==> src/rtl/pa_rvfpm.sv <==
// Shared types and helpers for the FPU-model result path.
package pa_rvfpm;

  localparam int DROP_CNT_W    = 16;
  localparam int PA_X_ID_WIDTH = 4;
  localparam int PA_FLEN       = 32;

  typedef struct packed {
    logic [PA_X_ID_WIDTH-1:0] id;
    logic [4:0]               rd;
    logic [PA_FLEN-1:0]       data;
  } res_src_t;

  function automatic logic [DROP_CNT_W-1:0] sat_inc(input logic [DROP_CNT_W-1:0] v);
    return (&v) ? v : v + 1'b1;
  endfunction

endpackage

==> src/rtl/rvfpm_rr_arb.sv <==
// Combinational round-robin pick: first request at or after i_ptr, circularly.
module rvfpm_rr_arb #(
  parameter int N  = 2,
  parameter int PW = (N > 1) ? $clog2(N) : 1
) (
  input  logic [N-1:0]  i_req,
  input  logic [PW-1:0] i_ptr,
  input  logic          i_en,
  output logic [N-1:0]  o_gnt,
  output logic [PW-1:0] o_idx
);

  logic          w_found;
  logic [PW:0]   w_sum;
  logic [PW-1:0] w_cand;

  // NOTE: every output and temporary gets a default first so no latch is inferred.
  always_comb begin
    o_gnt   = '0;
    o_idx   = '0;
    w_found = 1'b0;
    w_sum   = '0;
    w_cand  = '0;
    for (int k = 0; k < N; k++) begin
      w_sum = {1'b0, i_ptr} + (PW+1)'(k);
      if (w_sum >= (PW+1)'(N)) w_sum = w_sum - (PW+1)'(N);
      w_cand = w_sum[PW-1:0];
      if (i_en && !w_found && i_req[w_cand]) begin
        w_found       = 1'b1;
        o_gnt[w_cand] = 1'b1;
        o_idx         = w_cand;
      end
    end
  end

endmodule

==> src/rtl/rvfpm_result_arb.sv <==
// Shares the XIF result port among NUM_SRC producers, holding one output slot
// and discarding results whose ID the core has killed.
module rvfpm_result_arb
  import pa_rvfpm::*;
#(
  parameter int NUM_SRC    = 2,
  parameter int X_ID_WIDTH = 4,
  parameter int FLEN       = 32
) (
  input  logic                          ck,
  input  logic                          rst,
  input  logic [NUM_SRC-1:0]            src_valid,
  output logic [NUM_SRC-1:0]            src_ready,
  input  logic [NUM_SRC*X_ID_WIDTH-1:0] src_id,
  input  logic [NUM_SRC*5-1:0]          src_rd,
  input  logic [NUM_SRC*FLEN-1:0]       src_data,
  input  logic                          commit_valid,
  input  logic [X_ID_WIDTH-1:0]         commit_id,
  input  logic                          commit_kill,
  output logic                          result_valid,
  input  logic                          result_ready,
  output logic [X_ID_WIDTH-1:0]         result_id,
  output logic [4:0]                    result_rd,
  output logic [FLEN-1:0]               result_data,
  output logic [DROP_CNT_W-1:0]         drop_count,
  output logic                          busy
);

  localparam int PW = (NUM_SRC > 1) ? $clog2(NUM_SRC) : 1;

  typedef struct packed {
    logic [X_ID_WIDTH-1:0] id;
    logic [4:0]            rd;
    logic [FLEN-1:0]       data;
  } slot_t;

  logic                    r_valid;
  slot_t                   r_slot;
  logic [PW-1:0]           r_ptr;
  logic [2**X_ID_WIDTH-1:0] r_killed;
  logic [DROP_CNT_W-1:0]   r_drops;

  logic                    w_free;
  logic                    w_en;
  logic [NUM_SRC-1:0]      w_gnt;
  logic [PW-1:0]           w_idx;
  logic                    w_grant;
  slot_t                   w_sel;
  logic                    w_commit_kill;
  logic                    w_kill_set;
  logic                    w_drop;

  assign w_free = !r_valid || result_ready;
  assign w_en   = w_free && !rst;

  rvfpm_rr_arb #(.N(NUM_SRC), .PW(PW)) u_rr_arb (
    .i_req (src_valid),
    .i_ptr (r_ptr),
    .i_en  (w_en),
    .o_gnt (w_gnt),
    .o_idx (w_idx)
  );

  assign w_grant = |w_gnt;

  always_comb begin
    w_sel      = '0;
    w_sel.id   = src_id[int'(w_idx)*X_ID_WIDTH +: X_ID_WIDTH];
    w_sel.rd   = src_rd[int'(w_idx)*5 +: 5];
    w_sel.data = src_data[int'(w_idx)*FLEN +: FLEN];
  end

  // A kill aimed at the result already on the port is too late to retract it.
  assign w_commit_kill = commit_valid && commit_kill;
  assign w_kill_set    = w_commit_kill && !(r_valid && commit_id == r_slot.id);
  assign w_drop        = w_grant &&
                         (r_killed[w_sel.id] || (w_commit_kill && commit_id == w_sel.id));

  // NOTE: sequential state uses non-blocking assignments so all registers update together.
  always_ff @(posedge ck or posedge rst) begin
    if (rst) begin
      r_valid  <= 1'b0;
      r_slot   <= '0;
      r_ptr    <= '0;
      // NOTE: the kill table is a small flop array, so it is cleared by reset like any register.
      r_killed <= '0;
      r_drops  <= '0;
    end else begin
      if (w_kill_set) r_killed[commit_id] <= 1'b1;
      // Later assignment wins: a same-cycle kill and drop of one ID leaves the bit clear.
      if (w_drop)     r_killed[w_sel.id]  <= 1'b0;

      if (w_grant) begin
        r_ptr <= (w_idx == PW'(NUM_SRC-1)) ? '0 : w_idx + 1'b1;
      end

      if (w_grant && !w_drop) begin
        r_valid <= 1'b1;
        r_slot  <= w_sel;
      end else if (result_ready) begin
        r_valid <= 1'b0;
      end

      if (w_drop) r_drops <= sat_inc(r_drops);
    end
  end

  assign src_ready    = w_gnt;
  assign result_valid = r_valid;
  assign result_id    = r_slot.id;
  assign result_rd    = r_slot.rd;
  assign result_data  = r_slot.data;
  assign drop_count   = r_drops;
  assign busy         = r_valid;

endmodule
==> config.mk <==
export PLATFORM = sky130hd
export DESIGN_NAME = rvfpm_result_arb
export DESIGN_NICKNAME = d
export VERILOG_FILES = /design/src/rtl/pa_rvfpm.sv /design/src/rtl/rvfpm_rr_arb.sv /design/src/rtl/rvfpm_result_arb.sv
export SDC_FILE = /design/constraint.sdc
export NUM_CORES = 1
export LEC_CHECK = 0
export ABC_AREA = 1
export CORE_ASPECT_RATIO = 0.8
export CORE_UTILIZATION = 41
export DETAILED_ROUTE_END_ITERATION = 8
export GPL_ROUTABILITY_DRIVEN = 0
export MAX_ROUTING_LAYER = met4
export PLACE_DENSITY = 0.88
export REMOVE_ABC_BUFFERS = 1
export SYNTH_ARGS = -nofsm -noshare
export SYNTH_HDL_FRONTEND = slang
export SYNTH_SLANG_ARGS = --single-unit
==> constraint.sdc <==
create_clock -name ck -period 2.2 [get_ports ck]
set_input_delay 0.22 -clock ck [delete_from_list [all_inputs] [get_ports ck]]
set_output_delay 0.22 -clock ck [all_outputs]
set_load 0.05 [all_outputs]
==> results of run 1 <==
[per-layer routing]
layer / vias to the layer above / GRT usage [%]
met1: 2220 / 30.8
met4: 0 / 9.40
met2: 256 / 44.6
met3: 46 / 5.25
met5: - / -
li1: 2148 / -
[cell type report]
cell class / instances / area [um^2]
clock inverters: 6 / 63.8
flip-flops and latches: 75 / 1880
clock buffers: 10 / 239
fillers: 734 / 2910
multi-input cells: 388 / 2310
inverters: 57 / 214
repair buffers: 203 / 2060
well taps: 136 / 170
[cell usage in the layout (no fill, tap or decap), types with 5 or more instances in the layout]
| cell | netlist | layout |
|---|---|---|
| nand3_1 | 20 | 17 |
| buf_4 | 3 | 37 |
| nand2_1 | 151 | 122 |
| buf_12 | 0 | 5 |
| mux2i_1 | 37 | 37 |
| dfrtp_1 | 75 | 75 |
| o21ai_0 | 39 | 25 |
| o21ai_2 | 0 | 15 |
| clkbuf_16 | 0 | 13 |
| o21ai_1 | 22 | 21 |
| nand2_2 | 2 | 23 |
| nand4_1 | 24 | 24 |
| clkdlybuf4s50_1 | 0 | 151 |
| xnor2_1 | 7 | 7 |
| inv_2 | 6 | 7 |
| inv_1 | 51 | 50 |
| nand2_4 | 3 | 11 |
| xor2_1 | 10 | 10 |
| nor2_1 | 49 | 47 |
| nor3_1 | 6 | 5 |
[cell usage after synthesis]
cell type and n:
clkbuf_1 6, a21oi_4 1, nor3_1 6, nand4_1 24, buf_4 3, dfrtp_1 75, nor2_4 1, o21ai_1 22
xor2_1 10, nand3_4 1, nand2_2 2, inv_1 51, nor2_2 3, buf_2 7, o22ai_1 1, ha_1 1
nor4_1 1, a21oi_1 3, nor2_1 49, o21ai_0 39, mux2i_1 37, or2_2 1, nand3_1 20, o21ai_4 3
clkbuf_2 2, inv_2 6, buf_6 1, nand2_1 151, xnor2_1 7, nand2_4 3
[cells by family after synthesis]
| group | count (synthesis) | synth area share [%] |
|---|---|---|
| AND/OR/NAND/NOR | 262 | 26.7 |
| buffers and inverters | 76 | 7.41 |
| flip-flops | 75 | 44.1 |
| AO/OA/AOI/OAI | 69 | 9.21 |
| multiplexers | 37 | 8.71 |
| XOR/XNOR | 17 | 3.50 |
| adder cells (fa/ha/maj) | 1 | 0.294 |
[critical path: cells and delay by family (launching register included)]
kind	cells	cell delay [ns]
buffers and inverters	4	0.58
DFF	1	0.39
AOI/OAI and AO/OA	1	0.08
and+or+nand+nor	10	1.28
[power groups by stage]
| stage | Combinational [mW] | Sequential, mW | Clock [mW] |
|---|---|---|---|
| final | 4.67 | 2.28 | 1.50 |
| after global placement | 3.93 | 2.22 | 0 |
| after detailed placement | 4.05 | 2.24 | 0 |
| after CTS | 4.17 | 2.22 | 1.52 |
| after floorplan | 1.21 | 3.57 | 0 |
| after global routing | 4.93 | 2.34 | 1.59 |
[stage by stage]
step | instance area (um^2) | TNS (ns)
after floorplan | 4150 | -132.55
after global placement | 6100 | -18.32
after detailed placement | 6100 | -21.53
after CTS | 6490 | 0
after global routing | 6940 | -15.64
final | 6940 | -9.59
[repair_timing]
action                                  CTS  global route
gates resized for setup                  11            75
cloned                                    1             9
endpoints found under the setup margin   36            74
pin swaps                                 0            10
setup buffers                             5             9
hold endpoints to repair                  0             0
[worst min-delay path by stage]
stage / startpoint / to / slack, ns / cells past startpoint
after detailed placement: result_data[16] / result_data[16] / 0.47 / 2
after floorplan: result_ready / busy / 0.32 / 1
after global placement: result_data[16] / result_data[16] / 0.47 / 2
final: result_data[16] / result_data[16] / 0.49 / 2
after global routing: result_data[17] / result_data[17] / 0.51 / 2
after CTS: result_data[16] / result_data[16] / 0.49 / 2
[flip-flops by register name, indices dropped and copies added (netlist names)]
| register | count |
|---|---|
| result_rd | 5 |
| r_ptr | 1 |
| busy | 1 |
| result_id | 4 |
| drop_count | 16 |
| r_killed | 16 |
| result_data | 32 |
==> flow_summary.ini, run 1 <==
[outcome]
outcome = complete, but fails checks
failed_checks = negative setup slack

[min_path]
hold_class = reg2reg

[timing]
setup_ws_ns = -0.234
finalHoldViolCount = 0
rsz0062_at_grt = true
slew_viol_final = 0
tightest_slew_ns = 0.542
holdWs_ns = 0.486
finalSetupViolCount = 74
finalCriticalPeriod_ns = 2.43
fin_crit_sh_pct = 111
final.setup_skew_ns = 0.00427
fmax_mhz = 411
slew_headroom_pct = 63.8

[placement]
place_inst = 835
port_buffers = 153
preCtsSetupSlack_ns = -0.361
hpwl_um = 9500

[global_route]
overflow = 0
grt_pass1_wl_um = 21300
antenna_found_initial = 0
grt_pass1_vias = 4436
grt_max_degree = 69
track_usage_pct = 26.2

[routing]
drc_errors = 0
wl_met2_um = 7410
highest_layer = met4
wl_met3_um = 1030
finalWirelength_um = 14800
drt-initial-drc-count = 317
viasPerCell = 5.34
drt_pass1_iterations = 5
via_count = 4670
ant_nets = 0
wl_met1_um = 5950
routedWlPerCell_um = 16.9

[setup_path]
worstReg2RegEnd = result_data[23]
cpMostUsedCell = nand2_1
worst_r2r_path_depth = 15
crit_start = busy
crit_path_top_delay_cell = dfrtp_1
critPathLaunchType = flip-flop
path_max_fanout = 8
critPathCaptureType = flip-flop
arrival_ns = 2.65
endpoint = result_data[23]
worstPathRequired_ns = 2.41
rrSetupSlack_ns = -0.23
max_stage_delay_ns = 0.39
crit_chain = inv_2 -> nor2_2 -> nor2_4 -> nand2_4 -> buf_4 -> nand2_1 -> nand2_4 -> nor2_1 -> nand2_1 -> nand4_1 -> buf_4 -> nand3_4 -> buf_6 -> nand2_1 -> o21ai_1
timing.rr.start = busy
path_class = reg2reg

[pwr]
p_int_mw = 4.57
p_sw_mw = 3.88
combPwrFrac_pct = 55.3
power_frac_seq_pct = 27.0
swShare_pct = 45.9
clock_power_share_pct = 17.7
powerDensity_nw_per_um2 = 1220
power.total_mw = 8.45
peakVddDrop_mv = 0.951
leakage_nw = 3.35

[clocking]
clk_latency_ns = 0.33
cts_tree = done
hold_buffers = 0
clkTransAtPathRegs_ns = 0.06
clk_root_buffer_cell = clkbuf_16
cts_buffer_depth = 2
clock-sinks = 75
cts_buffers = 9
ctsHtreeMaxLevel = 3

[die]
die_w_um = 116
io_pins = 154
core-area_um2 = 9850
start_util_pct = 43.2
fp.dieH_um = 93.1
row_count = 32
die-area_um2 = 10800

[synthesis]
netlist_area_um2 = 4250
synthDistinctLibCells = 30
synthTopCellsByArea = dfrtp_1 44%, nand2_1 13%, mux2i_1 8.7%
netlist.area_leader.share_pct = 44.1
synthCells = 537
ys_warn_count = 0
synth_seq_cells = 75
postSynthAreaPerCell_um2 = 7.92
synth_top_area_cell = dfrtp_1
seq_area_frac_synth_pct = 44.1

[finish]
finalNonFillerCells = 875
post-route-util_pct = 70.5
area_growth_pct = 63.2
layout-drive-gt1-share_pct = 19.2
layout.nets = 828
diodes = 0

[job]
cap_violations = 0
Note: power is estimated with default switching activity, not from simulation.
==> inputs of run 2 (changes only) <==
ABC_CLOCK_PERIOD_IN_PS = 2750   (was default)
CORE_UTILIZATION = 45   (was 41)
PLACE_DENSITY = 0.92   (was 0.88)
clock period = 2.75 ns   (was 2.2 ns; I/O delays follow)
==> run 2 against run 1 <==
Effect of this change:
- the run now ends clean
- sequential share of layout area grew 3.1 points
- maximum frequency shrank 4.4%
- core utilization shrank 2.1 points
- global-route usage grew 1.9 points
- non-clock buffer count shrank 42
- final cell count shrank 7.4%
- critical path depth shrank 6
- clock skew grew 0.0044 ns
- power shrank 27%
- largest cell class unchanged
- largest power group unchanged
==> flow_summary.ini, run 2 (synthesis gave the netlist of run 1 again) <==
[placement]
place_inst = 794
preCtsSetupSlack_ns = 0.0407
port_buffers = 153
hpwl_um = 9150

[finish]
finalNonFillerCells = 810
layout_common_cells = 152 x clkdlybuf4s50_1, 151 x nand2_1, 75 x dfrtp_1, 50 x inv_1, 49 x nor2_1
layout-drive-gt1-share_pct = 6.76
largest_reg_flops = 32
area_growth_pct = 46.4
layout.nets = 784
final_common_cell = clkdlybuf4s50_1
diodes = 0

[pwr]
peakVddDrop_mv = 0.923
leakage_nw = 3.04
powerDensity_nw_per_um2 = 992

[routing]
ant_nets = 0
drc_errors = 0
routedWlPerCell_um = 15.5
drt-initial-drc-count = 323
viasPerCell = 5.37
via_count = 4348
finalWirelength_um = 12500
drt_pass1_iterations = 7

[timing]
finalCriticalPeriod_ns = 2.55
setup_ws_ns = 0.205
slew_viol_final = 0
fin_crit_sh_pct = 92.5
slew_headroom_pct = 58.1
setup_tns_ns = 0
finalSetupViolCount = 0
finalHoldViolCount = 0
tightest_slew_ns = 0.629
rsz0062_at_grt = false
final.setup_skew_ns = 0.00866
fmax_mhz = 393

[die]
io_pins = 154
start_util_pct = 46.7
core-area_um2 = 9110
fp.dieH_um = 89.0
die-area_um2 = 9850
die_w_um = 111
row_count = 31

[clocking]
clock-sinks = 75
cts_buffer_depth = 2
postCtsResizedCells = 0
hold_buffers = 0
cts_buffers = 9
cts_setup_buffers = 0
cts_tree = done
clk_root_buffer_cell = clkbuf_16
clk_latency_ns = 0.33
clkTransAtPathRegs_ns = 0.06
ctsHtreeMaxLevel = 3

[global_route]
grt_pass1_vias = 4416
overflow = 0
grt_max_degree = 83
antenna_found_initial = 0
grt_pass1_wl_um = 21200
track_usage_pct = 28.1

[setup_path]
worstReg2RegEnd = drop_count[7]
arrival_ns = 2.81
rrSetupSlack_ns = 0.20
critPathLaunchType = flip-flop
critPathCaptureType = flip-flop
path_class = reg2reg
worstPathRequired_ns = 3.02
path_max_fanout = 17
timing.rr.start = drop_count[0]
worst_r2r_path_depth = 9

[job]
cap_violations = 0

[min_path]
hold_class = in2async

[outcome]
outcome = complete, no violations
## run 2: changes by cell type in the layout (fill, tap and decap cells not counted), moves of 8 or more
cell / previous run / this run
nand2_4: 11 / 3
buf_4: 37 / 6
o21ai_2: 15 / 0
o21ai_0: 25 / 39
nand2_2: 23 / 2
nand2_1: 122 / 151
## run 2: metrics by stage
step	utilization (%)	hold slack [ns]	instance area (um^2)	power, mW
after global routing	68.3	0.511	6230	6.51
after global placement	65.0	0.467	5930	4.85
after detailed placement	65.0	0.478	5930	4.98
final	68.3	0.437	6230	6.18
after CTS	68.3	0.483	6230	6.19
after floorplan	-	0.371	4150	3.82
## run 2: power breakdown
part	switching (mW)	internal [mW]	leakage [nW]	total, mW
registers	0.268	1.53	0.940	1.80
clock network	0.479	0.713	0.140	1.19
logic	2.11	1.08	1.96	3.18
## run 2: how the worst max path moves through the flow
stage	from	endpoint	cells past startpoint
final	drop_count[0]	drop_count[7]	9
after global routing	drop_count[0]	drop_count[11]	9
after CTS	drop_count[0]	drop_count[14]	9
after detailed placement	result_ready	result_data[4]	14
after global placement	src_valid[1]	drop_count[14]	14
after floorplan	busy	result_data[10]	12
## run 2: routing by layer
metal  GRT usage (%)  share of wire (%)  vias to the layer above
li1                -                  -                     2049
met1            32.9                 41                     2032
met2            48.1                 49                      225
met3            6.51                6.9                       42
met4            10.7                3.2                        0
met5               -                  0                        -
## run 2: layout make-up
| type | instances | area [um^2] |
|---|---|---|
| multi-input cells | 386 | 2070 |
| inverters | 57 | 214 |
| repair buffers | 161 | 1630 |
| clock buffers | 10 | 229 |
| clock inverters | 6 | 71.3 |
| flip-flops and latches | 75 | 1880 |
| well taps | 115 | 144 |
| fillers | 726 | 2890 |
## run 2: worst max-delay path, cell delays in order, from the launching register on
cell and delay (ns):
dfrtp_1 0.50, ha_1 0.27, inv_1 0.07, nor3_1 0.31, nand3_1 0.18, nor4_1 0.19, nand2_1 0.42, nand3_4 0.37
nand2_1 0.09, nand2_1 0.08
